===== src/rtl/onehot_led_display_if.sv =====
// Step-vector and display bundle between the step timer / board pins and the
// one-hot decoder.
//   onehot_in  : step vector from the timer (bit k set = step k)
//   idx_out    : registered step index
//   idx_valid  : registered vector was exactly one-hot
//   err_sticky : a non-one-hot vector has been seen since reset
//   led_en     : digit enables, active-low
//   led_seg    : segments, active-low, {dp,g,f,e,d,c,b,a}
interface onehot_led_display_if #(
  parameter int unsigned WIDTH  = 21,
  parameter int unsigned DIGITS = 8
);
  logic [WIDTH-1:0]  onehot_in;
  logic [4:0]        idx_out;
  logic              idx_valid;
  logic              err_sticky;
  logic [DIGITS-1:0] led_en;
  logic [7:0]        led_seg;

  // Driver side: timer and display observer.
  modport master (
    output onehot_in,
    input  idx_out, idx_valid, err_sticky, led_en, led_seg
  );

  // Decoder side.
  modport slave (
    input  onehot_in,
    output idx_out, idx_valid, err_sticky, led_en, led_seg
  );
endinterface


===== src/rtl/onehot_led_display.sv =====
// One-hot step decoder with an 8-digit multiplexed common-anode display.
// Registers the step vector, encodes it to an index (flagging non-one-hot
// vectors), and scans the index as two decimal digits ("--" when invalid);
// the last digit's decimal point shows the sticky error flag.
//   clk  : system clock
//   rst  : asynchronous, active-low reset
//   bus  : onehot_led_display_if.slave (vector in, index/status/display out)
module onehot_led_display #(
  parameter int unsigned WIDTH    = 21,
  parameter int unsigned DIGITS   = 8,
  parameter int unsigned SCAN_DIV = 200000
) (
  input  logic                  clk,
  input  logic                  rst,
  onehot_led_display_if.slave   bus
);

  localparam int unsigned IDX_W = 5;
  localparam int unsigned CNT_W = (SCAN_DIV > 1) ? $clog2(SCAN_DIV) : 1;
  localparam int unsigned PTR_W = (DIGITS > 1) ? $clog2(DIGITS) : 1;

  localparam logic [7:0] SEG_BLANK = 8'hFF;
  localparam logic [7:0] SEG_DASH  = 8'hBF;
  localparam logic [7:0] SEG_DP    = 8'h7F;

  logic [WIDTH-1:0]  in_q;
  logic              in_vld;     // in_q holds a real sample, not its reset value
  logic [IDX_W-1:0]  idx_q;
  logic              valid_q;
  logic              err_q;
  logic [CNT_W-1:0]  scan_cnt;
  logic [PTR_W-1:0]  ptr;
  logic [DIGITS-1:0] en_q;
  logic [7:0]        seg_q;

  logic [IDX_W-1:0]  enc_idx;
  logic [1:0]        enc_cnt;    // saturating set-bit count: 0, 1, or 2+
  logic              enc_onehot;
  logic [3:0]        tens;
  logic [3:0]        ones;
  logic [DIGITS-1:0] en_d;
  logic [7:0]        seg_d;

  // Active-low 7-segment glyph for a decimal digit.
  function automatic logic [7:0] glyph(input logic [3:0] d);
    case (d)
      4'd0:    glyph = 8'hC0;
      4'd1:    glyph = 8'hF9;
      4'd2:    glyph = 8'hA4;
      4'd3:    glyph = 8'hB0;
      4'd4:    glyph = 8'h99;
      4'd5:    glyph = 8'h92;
      4'd6:    glyph = 8'h82;
      4'd7:    glyph = 8'hF8;
      4'd8:    glyph = 8'h80;
      4'd9:    glyph = 8'h90;
      default: glyph = SEG_BLANK;
    endcase
  endfunction

  // Encoder: position of the (last) set bit plus a saturating population count.
  always_comb begin
    enc_idx = '0;
    enc_cnt = '0;
    for (int unsigned k = 0; k < WIDTH; k++) begin
      if (in_q[k]) begin
        enc_idx = IDX_W'(k);
        if (enc_cnt != 2'd2) enc_cnt = enc_cnt + 2'd1;
      end
    end
  end

  assign enc_onehot = (enc_cnt == 2'd1);

  // Decimal split by compare-and-subtract; a 5-bit index never exceeds 31.
  always_comb begin
    if (idx_q >= IDX_W'(30)) begin
      tens = 4'd3;
      ones = 4'(idx_q - IDX_W'(30));
    end else if (idx_q >= IDX_W'(20)) begin
      tens = 4'd2;
      ones = 4'(idx_q - IDX_W'(20));
    end else if (idx_q >= IDX_W'(10)) begin
      tens = 4'd1;
      ones = 4'(idx_q - IDX_W'(10));
    end else begin
      tens = 4'd0;
      ones = 4'(idx_q);
    end
  end

  // Next display word for the digit currently selected by the pointer.
  always_comb begin
    en_d      = '1;
    en_d[ptr] = 1'b0;
    seg_d     = SEG_BLANK;
    if (ptr == PTR_W'(0)) begin
      seg_d = valid_q ? glyph(ones) : SEG_DASH;
    end else if (ptr == PTR_W'(1)) begin
      if (!valid_q)            seg_d = SEG_DASH;
      else if (tens != 4'd0)   seg_d = glyph(tens);
    end else if (ptr == PTR_W'(DIGITS - 1)) begin
      seg_d = err_q ? SEG_DP : SEG_BLANK;
    end
  end

  // Two-stage decode pipeline: capture, then encode.
  always_ff @(posedge clk or negedge rst) begin
    if (!rst) begin
      in_q    <= '0;
      in_vld  <= 1'b0;
      idx_q   <= '0;
      valid_q <= 1'b0;
      err_q   <= 1'b0;
    end else begin
      in_q   <= bus.onehot_in;
      in_vld <= 1'b1;
      if (in_vld) begin
        if (enc_onehot) begin
          idx_q   <= enc_idx;
          valid_q <= 1'b1;
        end else begin
          valid_q <= 1'b0;
          err_q   <= 1'b1;
        end
      end
    end
  end

  // Scan timing: slot counter and digit pointer.
  always_ff @(posedge clk or negedge rst) begin
    if (!rst) begin
      scan_cnt <= '0;
      ptr      <= '0;
    end else if (scan_cnt == CNT_W'(SCAN_DIV - 1)) begin
      scan_cnt <= '0;
      ptr      <= (ptr == PTR_W'(DIGITS - 1)) ? '0 : ptr + PTR_W'(1);
    end else begin
      scan_cnt <= scan_cnt + CNT_W'(1);
    end
  end

  // Enables and segments share one edge so a slot never tears.
  always_ff @(posedge clk or negedge rst) begin
    if (!rst) begin
      en_q  <= '1;
      seg_q <= SEG_BLANK;
    end else begin
      en_q  <= en_d;
      seg_q <= seg_d;
    end
  end

  assign bus.idx_out    = idx_q;
  assign bus.idx_valid  = valid_q;
  assign bus.err_sticky = err_q;
  assign bus.led_en     = en_q;
  assign bus.led_seg    = seg_q;

endmodule


===== src/flat_wrapper.sv =====
// flat-port wrapper written by rule: the top's interface ports become plain ports
module onehot_led_display_flat 
#(
  parameter int unsigned WIDTH    = 21,
  parameter int unsigned DIGITS   = 8,
  parameter int unsigned SCAN_DIV = 200000
)
  (clk, rst, bus_onehot_in, bus_idx_out, bus_idx_valid, bus_err_sticky, bus_led_en, bus_led_seg);
  onehot_led_display_if #(.WIDTH(WIDTH), .DIGITS(DIGITS)) bus_i ();
  input  logic clk;
  input  logic rst;
  input wire logic [$bits(bus_i.onehot_in)-1:0] bus_onehot_in;
  output wire logic [$bits(bus_i.idx_out)-1:0] bus_idx_out;
  output wire logic [$bits(bus_i.idx_valid)-1:0] bus_idx_valid;
  output wire logic [$bits(bus_i.err_sticky)-1:0] bus_err_sticky;
  output wire logic [$bits(bus_i.led_en)-1:0] bus_led_en;
  output wire logic [$bits(bus_i.led_seg)-1:0] bus_led_seg;
  assign bus_i.onehot_in = bus_onehot_in;
  assign bus_idx_out = bus_i.idx_out;
  assign bus_idx_valid = bus_i.idx_valid;
  assign bus_err_sticky = bus_i.err_sticky;
  assign bus_led_en = bus_i.led_en;
  assign bus_led_seg = bus_i.led_seg;
  onehot_led_display #(.WIDTH(WIDTH), .DIGITS(DIGITS), .SCAN_DIV(SCAN_DIV)) u_core (.clk(clk), .rst(rst), .bus(bus_i));
endmodule

===== config.mk =====
export PLATFORM = sky130hd
export DESIGN_NAME = onehot_led_display_flat
export DESIGN_NICKNAME = d
export VERILOG_FILES = /design/src/rtl/onehot_led_display_if.sv /design/src/rtl/onehot_led_display.sv /design/src/flat_wrapper.sv
export SDC_FILE = /design/constraint.sdc
export NUM_CORES = 1
export LEC_CHECK = 0
export ABC_AREA = 1
export CORE_ASPECT_RATIO = 2
export CORE_MARGIN = 3
export CORE_UTILIZATION = 45
export CTS_BUF_LIST = sky130_fd_sc_hd__clkbuf_16
export DETAILED_ROUTE_END_ITERATION = 16
export GPL_TIMING_DRIVEN = 0
export PLACE_DENSITY = 0.74
export SYNTH_ARGS = -nofsm -noshare
export SYNTH_HDL_FRONTEND = slang
export SYNTH_SLANG_ARGS = --single-unit

===== constraint.sdc =====
create_clock -name clk -period 7.46 [get_ports clk]
set_clock_uncertainty 0.1 [all_clocks]
set_input_delay 1.492 -clock clk [delete_from_list [all_inputs] [get_ports clk]]
set_output_delay 1.492 -clock clk [all_outputs]
set_load 0.03 [all_outputs]

# ---- After elaboration in Yosys (flattened, before gate mapping)
# Memories as Yosys holds them, arrays and structs flattened.
# Index checks and enable logic that the tools add are counted.
dict set report word_totals {
  output_inout_bits 23
  rom_bits 224
  n_memories 2
  wordCells 151
  in_bits 23
  ff_bits 66
}
# memory depth word_bits rd rd_clocked_by_memory_dff write_ports line_no
set memory_table {}
lappend memory_table {{(name not given)} 16 7 1 0 0 onehot_led_display.sv:46} ;# case (d)
lappend memory_table {{(name not given)} 16 7 1 0 0 onehot_led_display.sv:46}
dict set report op_classes {
  eq_ne 24
  n_mux 79
  bitwise_logic 2
  reduce_logical 5
  n_lt_le_gt_ge 5
  add_sub_neg 25
}
# operator n
set op_table {}
lappend op_table {{$mux W5} 19}
lappend op_table {{$mux W2} 40}
lappend op_table {{$mux W8} 7}
lappend op_table {{$add A2 B1 Y2 const B} 19}
lappend op_table {{$ne A2 B2 Y1 const B} 19}
lappend op_table {{$mux W4} 5}
lappend op_table {{$add A18 B1 Y18 const B} 1}
lappend op_table {{$eq A18 B18 Y1 const B} 1}
lappend op_table {{$mux W18} 1}
lappend op_table {{$ge A5 B5 Y1 const B} 2}
lappend op_table {{$not A8 Y8} 1}
lappend op_table {{$sub A4 B4 Y4 const B} 2}
lappend op_table {{$ge A5 B4 Y1 const B} 1}
lappend op_table {{$mux W1} 5}
lappend op_table {{$lt A3 B4 Y1 const B} 1}
lappend op_table {{$reduce_and A2 Y1} 2}
lappend op_table {{$reduce_bool A4 Y1} 1}
lappend op_table {{$sub A4 B3 Y4 const B} 1}
lappend op_table {{$add A3 B1 Y3 const B} 1}
lappend op_table {{$demux W1 S3} 1}
lappend op_table {{$eq A3 B1 Y1 const B} 1}
lappend op_table {{$eq A3 B3 Y1 const B} 1}
lappend op_table {{$ge A3 B1 Y1 const B} 1}
lappend op_table {{$logic_not A3 Y1} 1}
lappend op_table {{6 further kinds} 6}

# ---- Longest topological paths before layout
# Gate-level depths: netlist (run 1).
dict set report logic_depth {
  word_depth 64
  mapped_depth 61
  depth_no_buf 61
}

# ---- Least setup slack after synthesis (run 1)
# No wires, ideal clock.
dict set report synth_path {
  path_kind {register to register}
  startpoint {register u_core.in_q[0]}
  endpoint {register u_core.idx_q[1], in the netlist u_core.bus.idx_out[1]}
  slack_ns 2.210
  t_arrival_ns 5.032
  setup_ns 0.119
  n_path_buf 0
  stages_incl_launch_ff 57
  cell_sequence {dfrtp_1 inv_1 ha_1 nand2_4 nand2_4 nand2_4 nand2_1 nand2_2 inv_1 nand2_1 nand2_2 inv_2 nand2_1 nand2_2 clkinv_1 nand2_2 nand2_2 inv_2 [21 not listed] nand3_1 nand2_2 nand2_1 nand2_1 nor2_2 nand3_1 nand2_1 nand2_1 nand3_1 nand3_1 nand2_1 inv_1 ha_1 or2_2 nand2_4 nand3_4 nand2_1 nand2_1}
}
dict set report synth_via {
  elab_chain_len 63
  word_cells_on_any_way 83
  classes_between {add/sub: 20; eq/ne: 21; mux: 41; reduce/logical: 1}
}
# element line_no
set synth_rtl {}
lappend synth_rtl {{start, declared} onehot_led_display.sv:26} ;# logic [WIDTH-1:0] in_q;
lappend synth_rtl {{start signal, assigned} onehot_led_display.sv:116} ;# in_q <= bus.onehot_in;
lappend synth_rtl {{$mux W1 *} onehot_led_display.sv:66} ;# if (in_q[k]) begin
lappend synth_rtl {{$add A1 B1 Y2 / $ne A1 B2 Y1 (equally long branches)} onehot_led_display.sv:68} ;# if (enc_cnt != 2'd2) enc_cnt = enc_cnt + 2'd1;
lappend synth_rtl {{$mux W2} onehot_led_display.sv:68}
lappend synth_rtl {{$mux W2 *} onehot_led_display.sv:66}
lappend synth_rtl {{$add A2 B1 Y2 / $ne A2 B2 Y1 (equally long branches)} onehot_led_display.sv:68}
lappend synth_rtl {{$mux W2} onehot_led_display.sv:68}
lappend synth_rtl {{$mux W2 *} onehot_led_display.sv:66}
lappend synth_rtl {{$add A2 B1 Y2 / $ne A2 B2 Y1 (equally long branches)} onehot_led_display.sv:68}
lappend synth_rtl {{[47 not listed]} --}
lappend synth_rtl {{$add A2 B1 Y2 / $ne A2 B2 Y1 (equally long branches)} onehot_led_display.sv:68}
lappend synth_rtl {{$mux W2} onehot_led_display.sv:68}
lappend synth_rtl {{$mux W2 *} onehot_led_display.sv:66}
lappend synth_rtl {{$add A2 B1 Y2 / $ne A2 B2 Y1 (equally long branches)} onehot_led_display.sv:68}
lappend synth_rtl {{$mux W2} onehot_led_display.sv:68}
lappend synth_rtl {{$mux W2 *} onehot_led_display.sv:66}
lappend synth_rtl {{$eq A2 B1 Y1 *} onehot_led_display.sv:73} ;# assign enc_onehot = (enc_cnt == 2'd1);
lappend synth_rtl {{$reduce_and A2 Y1 (no line) *} --}
lappend synth_rtl {{end signal, assigned} onehot_led_display.sv:120} ;# idx_q <= enc_idx;
lappend synth_rtl {{end, declared} onehot_led_display.sv:28} ;# logic [IDX_W-1:0] idx_q;
# Every way passes the cells marked *; elsewhere a longest branch is shown, timed or not.
# A chain may end at the register's enable or synchronous reset.

# ---- Worst setup path in the final report (run 1)
dict set report layout_path {
  startpoint {register u_core.in_q[0]}
  endpoint {register u_core.idx_q[4], in the netlist u_core.bus.idx_out[4]}
}
# The elaborated chain is that of the path after synthesis.

==> impl_metrics.json, run 1 <==
{
  "peakVddDrop_v": 0.000148,
  "ys_ff_latch": 66,
  "grt_pass1_wl_um": 19900,
  "grt_max_degree": 67,
  "netlist-cell-type-count": 41,
  "place_congestion": 0.843,
  "fillCellCount": 995,
  "yosysSeqAreaShare_pct": 34.0,
  "p_switching_mw": 0.728,
  "chipWidth_um": 79.9,
  "fp.coreArea_um2": 10600,
  "ctsHtreeMaxLevel": 3,
  "grtUsageTotal_pct": 19.6,
  "cpMostUsedCell": "nand2_2",
  "synth_top_cell_area_share_pct": 25.5,
  "netlist_area_um2": 4910,
  "dr.pass1.iters": 5,
  "rows": 53,
  "grtUsageMet3_pct": 2.81,
  "r2r-start": "u_core.in_q[0]",
  "min_to": "u_core.scan_cnt[2]",
  "yosys_warnings": 0,
  "cp.arrival_ns": 6.22,
  "max_slew_margin_pct": 46.1,
  "multiInputGateArea_um2": 2730,
  "tns_ns": 0,
  "drcViolationCount": 0,
  "synth-edff-count": 0,
  "status": "finished clean",
  "hold_ws_ns": 0.401,
  "drive_gt1_share_pct": 16.8,
  "die_area_um2": 12300,
  "final_hold_viol_count": 0,
  "busiest_layer": "met2",
  "antenna_left": 0,
  "internal_power_mw": 0.925,
  "max_cap_violations": 0,
  "fin_crit_sh_pct": 81.8,
  "synth_fp_nets": 759,
  "grt_pass1_vias": 4757,
  "grt_use_met1_pct": 19.8,
  "ff2ff_path_depth": 54,
  "worstMarginPinSlew_ns": 0.809,
  "power.leakage_nw": 3.00,
  "clock_path_buffers": 2,
  "cp_num_buf_inv": 6,
  "crit_family": "simple AND/OR/NAND/NOR gates",
  "synthArstFlopShare_pct": 100,
  "nets": 815,
  "syn2layout_area_growth_pct": 18.5,
  "cp.required_ns": 7.58,
  "setup_viol": 0,
  "vias_per_cell": 5.13,
  "pwr-share-seq_pct": 26.6,
  "grt_overflow": 0,
  "cts_tree": "done",
  "worstPathMaxFanout": 7,
  "critPathKind": "flop to flop",
  "cts_hold_buf": 0,
  "dpl_cell_area_um2": 5530,
  "pwr-share-comb_pct": 48.8,
  "reg2reg_to": "u_core.bus.idx_out[4]",
  "reg2reg_slack_ns": 1.36,
  "antenna_cells": 0,
  "ctsResizeCount": 0,
  "io_buffer_count": 45,
  "power_switching_share_pct": 44.0,
  "seq_area_um2": 1670,
  "ios": 46,
  "synth_ff_type": "dfrtp_1",
  "critPathMaxStageDelay_ns": 0.38,
  "start_util_pct": 46.3,
  "slew_viol_final": 0,
  "wl_per_cell_um": 12.4,
  "first_iter_violations": 257,
  "end_kind": "flop",
  "avgSynthCellArea_um2": 6.85,
  "grt_use_met2_pct": 39.1,
  "num_vias": 4696,
  "path_clk_slew_ns": 0.06,
  "clock_sinks": 66,
  "hold_depth": 1,
  "hpwlAfterDp_um": 8830,
  "cts_buffers": 9,
  "clockRootBuffer": "clkbuf_16",
  "startpoint_type": "flop",
  "synth_top_area_cell": "dfrtp_1",
  "final_cell_mix": "nand2_1 (198), inv_1 (103), nand3_1 (88)",
  "rsz0062_at_grt": "no",
  "drt-total-wl_um": 11400,
  "final_area_um2": 5820,
  "post-cts-setup-buffers": 0,
  "powerDensity_nw_per_um2": 284,
  "clkPwrFrac_pct": 24.6,
  "crit_slowest_cell": "dfrtp_1",
  "synth.area.top_cells": "dfrtp_1 (25%), nand2_1 (15%), nand3_1 (9.0%)",
  "hp-start": "u_core.scan_cnt[2]",
  "final_common_cell": "nand2_1",
  "clk_latency_ns": 0.33,
  "max_clock_freq_mhz": 164,
  "antenna_found_initial": 0,
  "fin_crit_ns": 6.10,
  "hp-class": "flop to flop",
  "die_y_um": 154,
  "netlist_instances": 717
}
==> final cells by class <==
class | instances | area share [%]
tap | 137 | 2.95
buffer | 10 | 1.14
inverter | 116 | 7.57
timing repair buffer | 45 | 7.70
clock buffer | 10 | 4.30
clock inverter | 6 | 0.624
sequential | 66 | 28.7
multi-input combinational | 525 | 47.0
==> metal layers <==
metal | vias to the layer above | wire, um
met2 | 65 | 6590
met1 | 2219 | 4300
met3 | 24 | 273
li1 | 2388 | -
met4 | 0 | 199
met5 | - | 0
==> sequential cells by signal, summed over array words and instances, names as in the netlist <==
signal and cells:
u_core.bus.err_sticky 1, u_core.bus.idx_out 5, u_core.bus.idx_valid 1, u_core.bus.led_en 8, u_core.bus.led_seg 8, u_core.in_q 21, u_core.in_vld 1, u_core.ptr 3
u_core.scan_cnt 18
==> cells by family (layout without fill, tap and decap cells) <==
group,Yosys count,count (layout),share of synthesized area [%]
buffers and inverters,126,187,10.3
XOR/XNOR,2,2,0.357
AO/OA/AOI/OAI,65,65,7.77
other,1,1,0.0764
AND/OR/NAND/NOR,438,438,42.6
flip-flops,66,66,34.0
adder cells (fa/ha/maj),19,19,4.84
==> power groups by stage <==
stage	Clock, mW	Sequential (mW)	Combinational (mW)
2_1_floorplan	0	0.501	0.537
3_3_place_gp	0	0.445	0.767
3_5_place_dp	0	0.446	0.798
4_1_cts	0.420	0.440	0.805
5_1_grt	0.429	0.445	0.912
6_report	0.406	0.440	0.806
==> Yosys cell counts (3+ instances only) <==
master    count
nor4_1        6
a31oi_1       5
dfstp_2      16
inv_1       103
nor3_1        7
nand2_1     198
ha_1         19
inv_2         9
nand3_1      88
clkinv_1      3
o21ai_1       4
a21oi_1      21
nor2_1       51
buf_2         4
nor2_2        8
nand2_2      44
dfrtp_1      50
a21oi_2       3
o21ai_2       4
o21ai_0      19
nand3_2      11
nand4_1      13
nand2_4       7
==> stage by stage <==
stage               total power [mW]  utilization, %  instances  setup WS (ns)
CTS                             1.67            54.8        915           1.35
global route                    1.79            54.8        915          0.585
global placement                1.21            52.1        899           1.62
floorplan                       1.04               -        717           2.21
finish                          1.65            54.8        915           1.36
detailed placement              1.24            52.1        899           1.40
==> worst max-delay path by stage <==
stage	startpoint	cells after the start	to	slack (ns)
floorplan	u_core.in_q[0]	56	u_core.bus.idx_out[1]	2.21
finish	u_core.in_q[0]	54	u_core.bus.idx_out[4]	1.36
global route	u_core.in_q[1]	51	u_core.bus.idx_out[1]	0.59
global placement	u_core.in_q[0]	54	u_core.bus.idx_out[0]	1.62
CTS	u_core.in_q[0]	54	u_core.bus.idx_out[4]	1.35
detailed placement	u_core.in_q[0]	54	u_core.bus.idx_out[4]	1.40
==> worst reg2reg max path: cells and delay by family, from the launching register on <==
kind,cells,cell delay (ns)
compound gates,2,0.32
fa+ha+maj,2,0.61
buf+inv,6,0.48
flops,1,0.38
simple gates,44,4.12
Note: power is estimated with default switching activity, not from simulation.
==> run 2: changes to the inputs <==
PLACE_DENSITY = 0.77   (was 0.74)
clock period = 5 ns   (was 7.46 ns; I/O delays follow)
==> run 2 against run 1 <==
Net effect: the flow now finishes with violations (setup timing); cell area increased by 15%; combinational power increased by 100%; worst hold slack got worse by 0.0048 ns; non-clock buffer count increased by 24; die area unchanged; largest power group unchanged; clock power increased by 36%; critical endpoint is now u_core.bus.idx_out[1].
==> impl_metrics.json, run 2 (same netlist as run 1, synthesis figures left out) <==
{
  "status": "finished, violations left",
  "violations": "setup timing",
  "critPathKind": "flop to flop",
  "cts_tree": "done",
  "busiest_layer": "met2",
  "worstMarginPinSlew_ns": 0.840,
  "clk_latency_ns": 0.33,
  "grtUsageTotal_pct": 19.7,
  "place_congestion": 0.871,
  "seq_area_um2": 1670,
  "clock_path_buffers": 2,
  "rsz0062_at_grt": "yes",
  "powerDensity_nw_per_um2": 421,
  "final_hold_viol_count": 0,
  "critPathMaxStageDelay_ns": 0.39,
  "hpwlAfterDp_um": 8590,
  "die_area_um2": 12300,
  "startpoint_type": "flop",
  "syn2layout_area_growth_pct": 36.7,
  "nets": 839,
  "dp_slack_ns": -0.920,
  "antenna_found_initial": 0,
  "largest_register_ffs": 21,
  "reg2reg_to": "u_core.bus.idx_out[1]",
  "worstPathMaxFanout": 6,
  "hp-class": "flop to flop",
  "power.leakage_nw": 3.27,
  "vias_per_cell": 5.25,
  "fin_crit_sh_pct": 122,
  "clockRootBuffer": "clkbuf_16",
  "regMostFlops": "u_core.in_q",
  "wl_per_cell_um": 14.0,
  "final_cell_mix": "nand2_1 (125), inv_1 (97), nand2_2 (86)",
  "clkPwrFrac_pct": 19.5,
  "fp.coreArea_um2": 10600,
  "tns_ns": -7.48,
  "start_util_pct": 46.3,
  "pwr-share-comb_pct": 57.2,
  "fin_crit_ns": 6.09,
  "grt_max_degree": 67,
  "drcViolationCount": 0,
  "max_cap_violations": 0,
  "multiInputGateArea_um2": 3460,
  "cpMostUsedCell": "nand2_2",
  "pwr-share-seq_pct": 23.3,
  "die_y_um": 154,
  "clock_sinks": 66,
  "ctsHtreeMaxLevel": 3,
  "drt-total-wl_um": 13100,
  "finalNonFillerCells": 939,
  "fillCellCount": 880,
  "slew_viol_final": 0,
  "end_kind": "flop",
  "grt_pass1_vias": 4636,
  "chipWidth_um": 79.9,
  "peakVddDrop_v": 0.000235,
  "cts_buffers": 9,
  "num_vias": 4926,
  "cp_num_buf_inv": 5,
  "hp-start": "u_core.scan_cnt[2]",
  "ios": 46,
  "io_buffer_count": 45,
  "crit_slowest_cell": "dfrtp_1",
  "fin_ws_ns": -1.09,
  "dr.pass1.iters": 4,
  "antenna_cells": 0,
  "power_switching_share_pct": 45.6,
  "min_to": "u_core.scan_cnt[2]",
  "antenna_left": 0,
  "cp.required_ns": 5.12,
  "grtUsageMet3_pct": 3.46,
  "grt_use_met2_pct": 39.3,
  "grt_pass1_wl_um": 19500,
  "final_common_cell": "nand2_1",
  "biggestRegsByFlops": "u_core.in_q (21), u_core.scan_cnt (18)",
  "path_clk_slew_ns": 0.05,
  "first_iter_violations": 239,
  "crit_family": "simple AND/OR/NAND/NOR gates",
  "r2r-start": "u_core.in_q[0]",
  "dp_cells": 899,
  "setup_viol": 7,
  "internal_power_mw": 1.54,
  "grt_use_met1_pct": 18.7,
  "grt_overflow": 0,
  "p_switching_mw": 1.29,
  "reg2reg_slack_ns": -1.09,
  "post-route-util_pct": 63.3,
  "cp.arrival_ns": 6.22,
  "ff2ff_path_depth": 54,
  "rows": 53,
  "max_slew_margin_pct": 44.0,
  "max_clock_freq_mhz": 164,
  "hold_depth": 1,
  "drive_gt1_share_pct": 35.8
}
==> run 2: changes by cell type in the layout (fill, tap and decap cells not counted), sizes merged <==
cell,change
buf,+24
clkbuf,-1
inv,+1
==> run 2: metal layers <==
metal,up-vias,wire [um]
met5,-,0
met4,0,548
met3,56,358
met2,122,7610
met1,2297,4630
li1,2451,-
==> run 2: worst register-to-register path, delay by kind of cell, from the launching register on <==
| kind | cells | cell delay, ns |
|---|---|---|
| flip-flops | 1 | 0.39 |
| buffers and inverters | 5 | 0.51 |
| AND/OR/NAND/NOR | 46 | 4.29 |
| adder cells (fa/ha/maj) | 2 | 0.48 |
| AO/OA/AOI/OAI | 1 | 0.25 |
==> run 2: layout make-up <==
type	instances	share of cell area [%]
clock buffer	9	3.35
clock inverter	7	0.447
sequential	66	24.9
tap	137	2.55
multi-input combinational	525	51.6
timing repair buffer	69	9.52
buffer	10	0.988
inverter	116	6.65
==> run 2: how the worst max path moves through the flow <==
stage	start	slack, ns	depth (start not counted)	endpoint
2_1_floorplan	u_core.in_q[1]	-0.15	53	u_core.bus.idx_out[1]
3_3_place_gp	u_core.in_q[0]	-0.77	54	u_core.bus.idx_out[0]
3_5_place_dp	u_core.in_q[0]	-0.92	54	u_core.bus.idx_out[0]
4_1_cts	u_core.in_q[0]	-0.77	54	u_core.bus.idx_out[0]
5_1_grt	u_core.in_q[0]	-1.46	54	u_core.bus.idx_out[1]
6_report	u_core.in_q[0]	-1.09	54	u_core.bus.idx_out[1]
==> run 2: timing repair <==
item / in CTS / in global routing
hold buffers: 0 / 0
gates cloned: 0 / 0
gates resized for setup: 52 / 126
pin swaps: 43 / 33
buffers inserted: 12 / 12
setup endpoints to repair: 7 / 7
==> run 2: power groups by stage <==
| stage | Combinational, mW | Clock (mW) | Sequential (mW) |
|---|---|---|---|
| floorplan | 0.816 | 0 | 0.748 |
| global placement | 1.18 | 0 | 0.662 |
| detailed placement | 1.20 | 0 | 0.663 |
| CTS | 1.35 | 0.557 | 0.654 |
| global route | 1.77 | 0.578 | 0.665 |
| finish | 1.62 | 0.551 | 0.659 |
==> run 2: per-stage QoR <==
step | power [mW] | instance area [um^2] | hold slack (ns)
final | 2.83 | 6710 | 0.396
after global routing | 3.01 | 6710 | 0.438
after CTS | 2.56 | 6120 | 0.396
after detailed placement | 1.86 | 5580 | 0.383
after global placement | 1.84 | 5580 | 0.381
after floorplan | 1.56 | 4960 | 0.363
==> run 3: changes to the inputs <==
CTS_BUF_LIST = sky130_fd_sc_hd__clkbuf_8   (was sky130_fd_sc_hd__clkbuf_16)
HOLD_SLACK_MARGIN = 0.1   (was not set)
RECOVER_POWER = 100   (was not set)
==> run 3 against run 2 <==
Net effect: the flow finishes with violations (capacitance limit, slew limit, setup timing); critical path type unchanged; combinational power down 4%; non-clock buffer count down 4; setup slack better by 0.16 ns; global-route usage up 0.050 points; sequential share of layout area up 0.80 points; critical path depth up 3; wire length down 6.5%; critical endpoint is now u_core.bus.idx_out[0]; largest cell class unchanged.
==> impl_metrics.json, run 3 (same netlist as run 1, synthesis figures left out) <==
{
  "grtUsageTotal_pct": 19.7,
  "path_clk_slew_ns": 0.08,
  "grt_pass1_vias": 4624,
  "end_kind": "flop",
  "largest_register_ffs": 21,
  "antenna_cells": 0,
  "antenna_found_initial": 0,
  "dr.pass1.iters": 7,
  "final_cell_mix": "nand2_1 (122), nand2_2 (98), inv_1 (95)",
  "place_congestion": 0.871,
  "cpMostUsedCell": "nand2_2",
  "first_iter_violations": 235,
  "fp.coreArea_um2": 10600,
  "rsz0062_at_grt": "yes",
  "startpoint_type": "flop",
  "ios": 46,
  "clock_path_buffers": 2,
  "antenna_left": 0,
  "num_vias": 4812,
  "setup_viol": 7,
  "fin_crit_ns": 5.93,
  "critPathMaxStageDelay_ns": 0.40,
  "syn2layout_area_growth_pct": 32.5,
  "rows": 53,
  "start_util_pct": 46.3,
  "cp.arrival_ns": 6.08,
  "fin_ws_ns": -0.930,
  "post-route-util_pct": 61.3,
  "status": "finished, violations left",
  "max_clock_freq_mhz": 169,
  "final_hold_viol_count": 0,
  "hpwlAfterDp_um": 8590,
  "wl_per_cell_um": 13.2,
  "crit_slowest_cell": "dfrtp_1",
  "critPathKind": "flop to flop",
  "die_y_um": 154,
  "vias_per_cell": 5.15,
  "final_common_cell": "nand2_1",
  "max_slew_margin_pct": -133,
  "clockRootBuffer": "clkbuf_8",
  "regMostFlops": "u_core.in_q",
  "biggestRegsByFlops": "u_core.in_q (21), u_core.scan_cnt (18)",
  "drt-total-wl_um": 12300,
  "fin_crit_sh_pct": 119,
  "cts_buffers": 9,
  "nets": 835,
  "drive_gt1_share_pct": 35.6,
  "cts_tree": "done",
  "drcViolationCount": 0,
  "chipWidth_um": 79.9,
  "max_cap_violations": 1,
  "worstPathMaxFanout": 6,
  "fillCellCount": 926,
  "violations": "capacitance limit, slew limit, setup timing",
  "grt_max_degree": 67,
  "cts_hold_buf": 0,
  "powerDensity_nw_per_um2": 403,
  "power_mw": 2.62,
  "grt_pass1_wl_um": 19500,
  "clock_sinks": 66,
  "grt_overflow": 0,
  "peakVddDrop_v": 0.000182,
  "worstMarginPinSlew_ns": 3.50,
  "hp-class": "flop to flop",
  "cp.required_ns": 5.15,
  "ctsHtreeMaxLevel": 3,
  "slew_viol_final": 67,
  "io_buffer_count": 45,
  "clk_latency_ns": 0.35,
  "power.leakage_nw": 3.16,
  "die_area_um2": 12300
}
==> run 3: cell types whose count changed in the layout (fill, tap and decap cells not counted), sizes merged <==
cell	delta
dlygate4sd3	+43
buf	-5
clkdlybuf4s50	-43
inv	-2
clkbuf	+3
==> run 3: what timing repair did <==
| action | in CTS | in global routing |
|---|---|---|
| setup endpoints to repair | 7 | 7 |
| pin swaps | 34 | 100 |
| setup buffers | 15 | 5 |
| resized for setup | 62 | 102 |
==> run 3: layer usage <==
| layer | vias to the layer above | part of all wire, % | track usage, % |
|---|---|---|---|
| met4 | 0 | 3.4 | 7.98 |
| met5 | - | 0 | 0 |
| li1 | 2440 | - | - |
| met2 | 91 | 58 | 38.9 |
| met3 | 40 | 2.6 | 3.63 |
| met1 | 2241 | 36 | 19.2 |
==> run 3: final cells by class <==
cell class	count	area (um^2)	share of cell area, %
timing repair buffer	65	613	9.43
tap	137	171	2.64
inverter	116	444	6.83
clock buffer	11	151	2.33
sequential	66	1670	25.7
multi-input combinational	525	3360	51.7
clock inverter	5	22.5	0.346
buffer	10	66.3	1.02
==> run 3: through the flow <==
| step | setup WS, ns | area (um^2) | setup TNS (ns) | cells | hold slack [ns] |
|---|---|---|---|---|---|
| after global routing | -1.40 | 6500 | -9.55 | 935 | 0.441 |
| after CTS | -0.764 | 6090 | -5.21 | 930 | 0.399 |
| after global placement | -0.770 | 5580 | -5.24 | 899 | 0.381 |
| final | -0.930 | 6500 | -6.30 | 935 | 0.397 |
| after detailed placement | -0.920 | 5580 | -6.29 | 899 | 0.383 |
| after floorplan | -0.148 | 4960 | -0.900 | 717 | 0.363 |
==> run 3: power by group <==
| group | total [mW] | internal (mW) | switching [mW] | leakage (nW) |
|---|---|---|---|---|
| registers | 0.655 | 0.605 | 0.0497 | 0.790 |
| clock network | 0.409 | 0.201 | 0.208 | 0.101 |
| logic | 1.55 | 0.568 | 0.986 | 2.27 |
==> run 3: path summary, 6_finish.rpt <==
kind	from	to	slack, ns	depth (start not counted)
setup reg to reg	u_core.in_q[0]	u_core.bus.idx_out[0]	-0.93	57
min in group asynchronous	rst	u_core.in_q[17]	1.74	1
hold reg to reg	u_core.scan_cnt[2]	u_core.scan_cnt[2]	0.40	1
max in group asynchronous	rst	u_core.scan_cnt[11]	1.07	1
hold / removal	u_core.scan_cnt[2]	u_core.scan_cnt[2]	0.40	1
setup / recovery	u_core.in_q[0]	u_core.bus.idx_out[0]	-0.93	57
==> run 3: critical path, delay by kind of cell, from the launching register on <==
| kind | cells | cell delay (ns) |
|---|---|---|
| compound gates | 1 | 0.23 |
| fa+ha+maj | 2 | 0.48 |
| buf+inv | 5 | 0.38 |
| flops | 1 | 0.40 |
| simple gates | 49 | 4.23 |
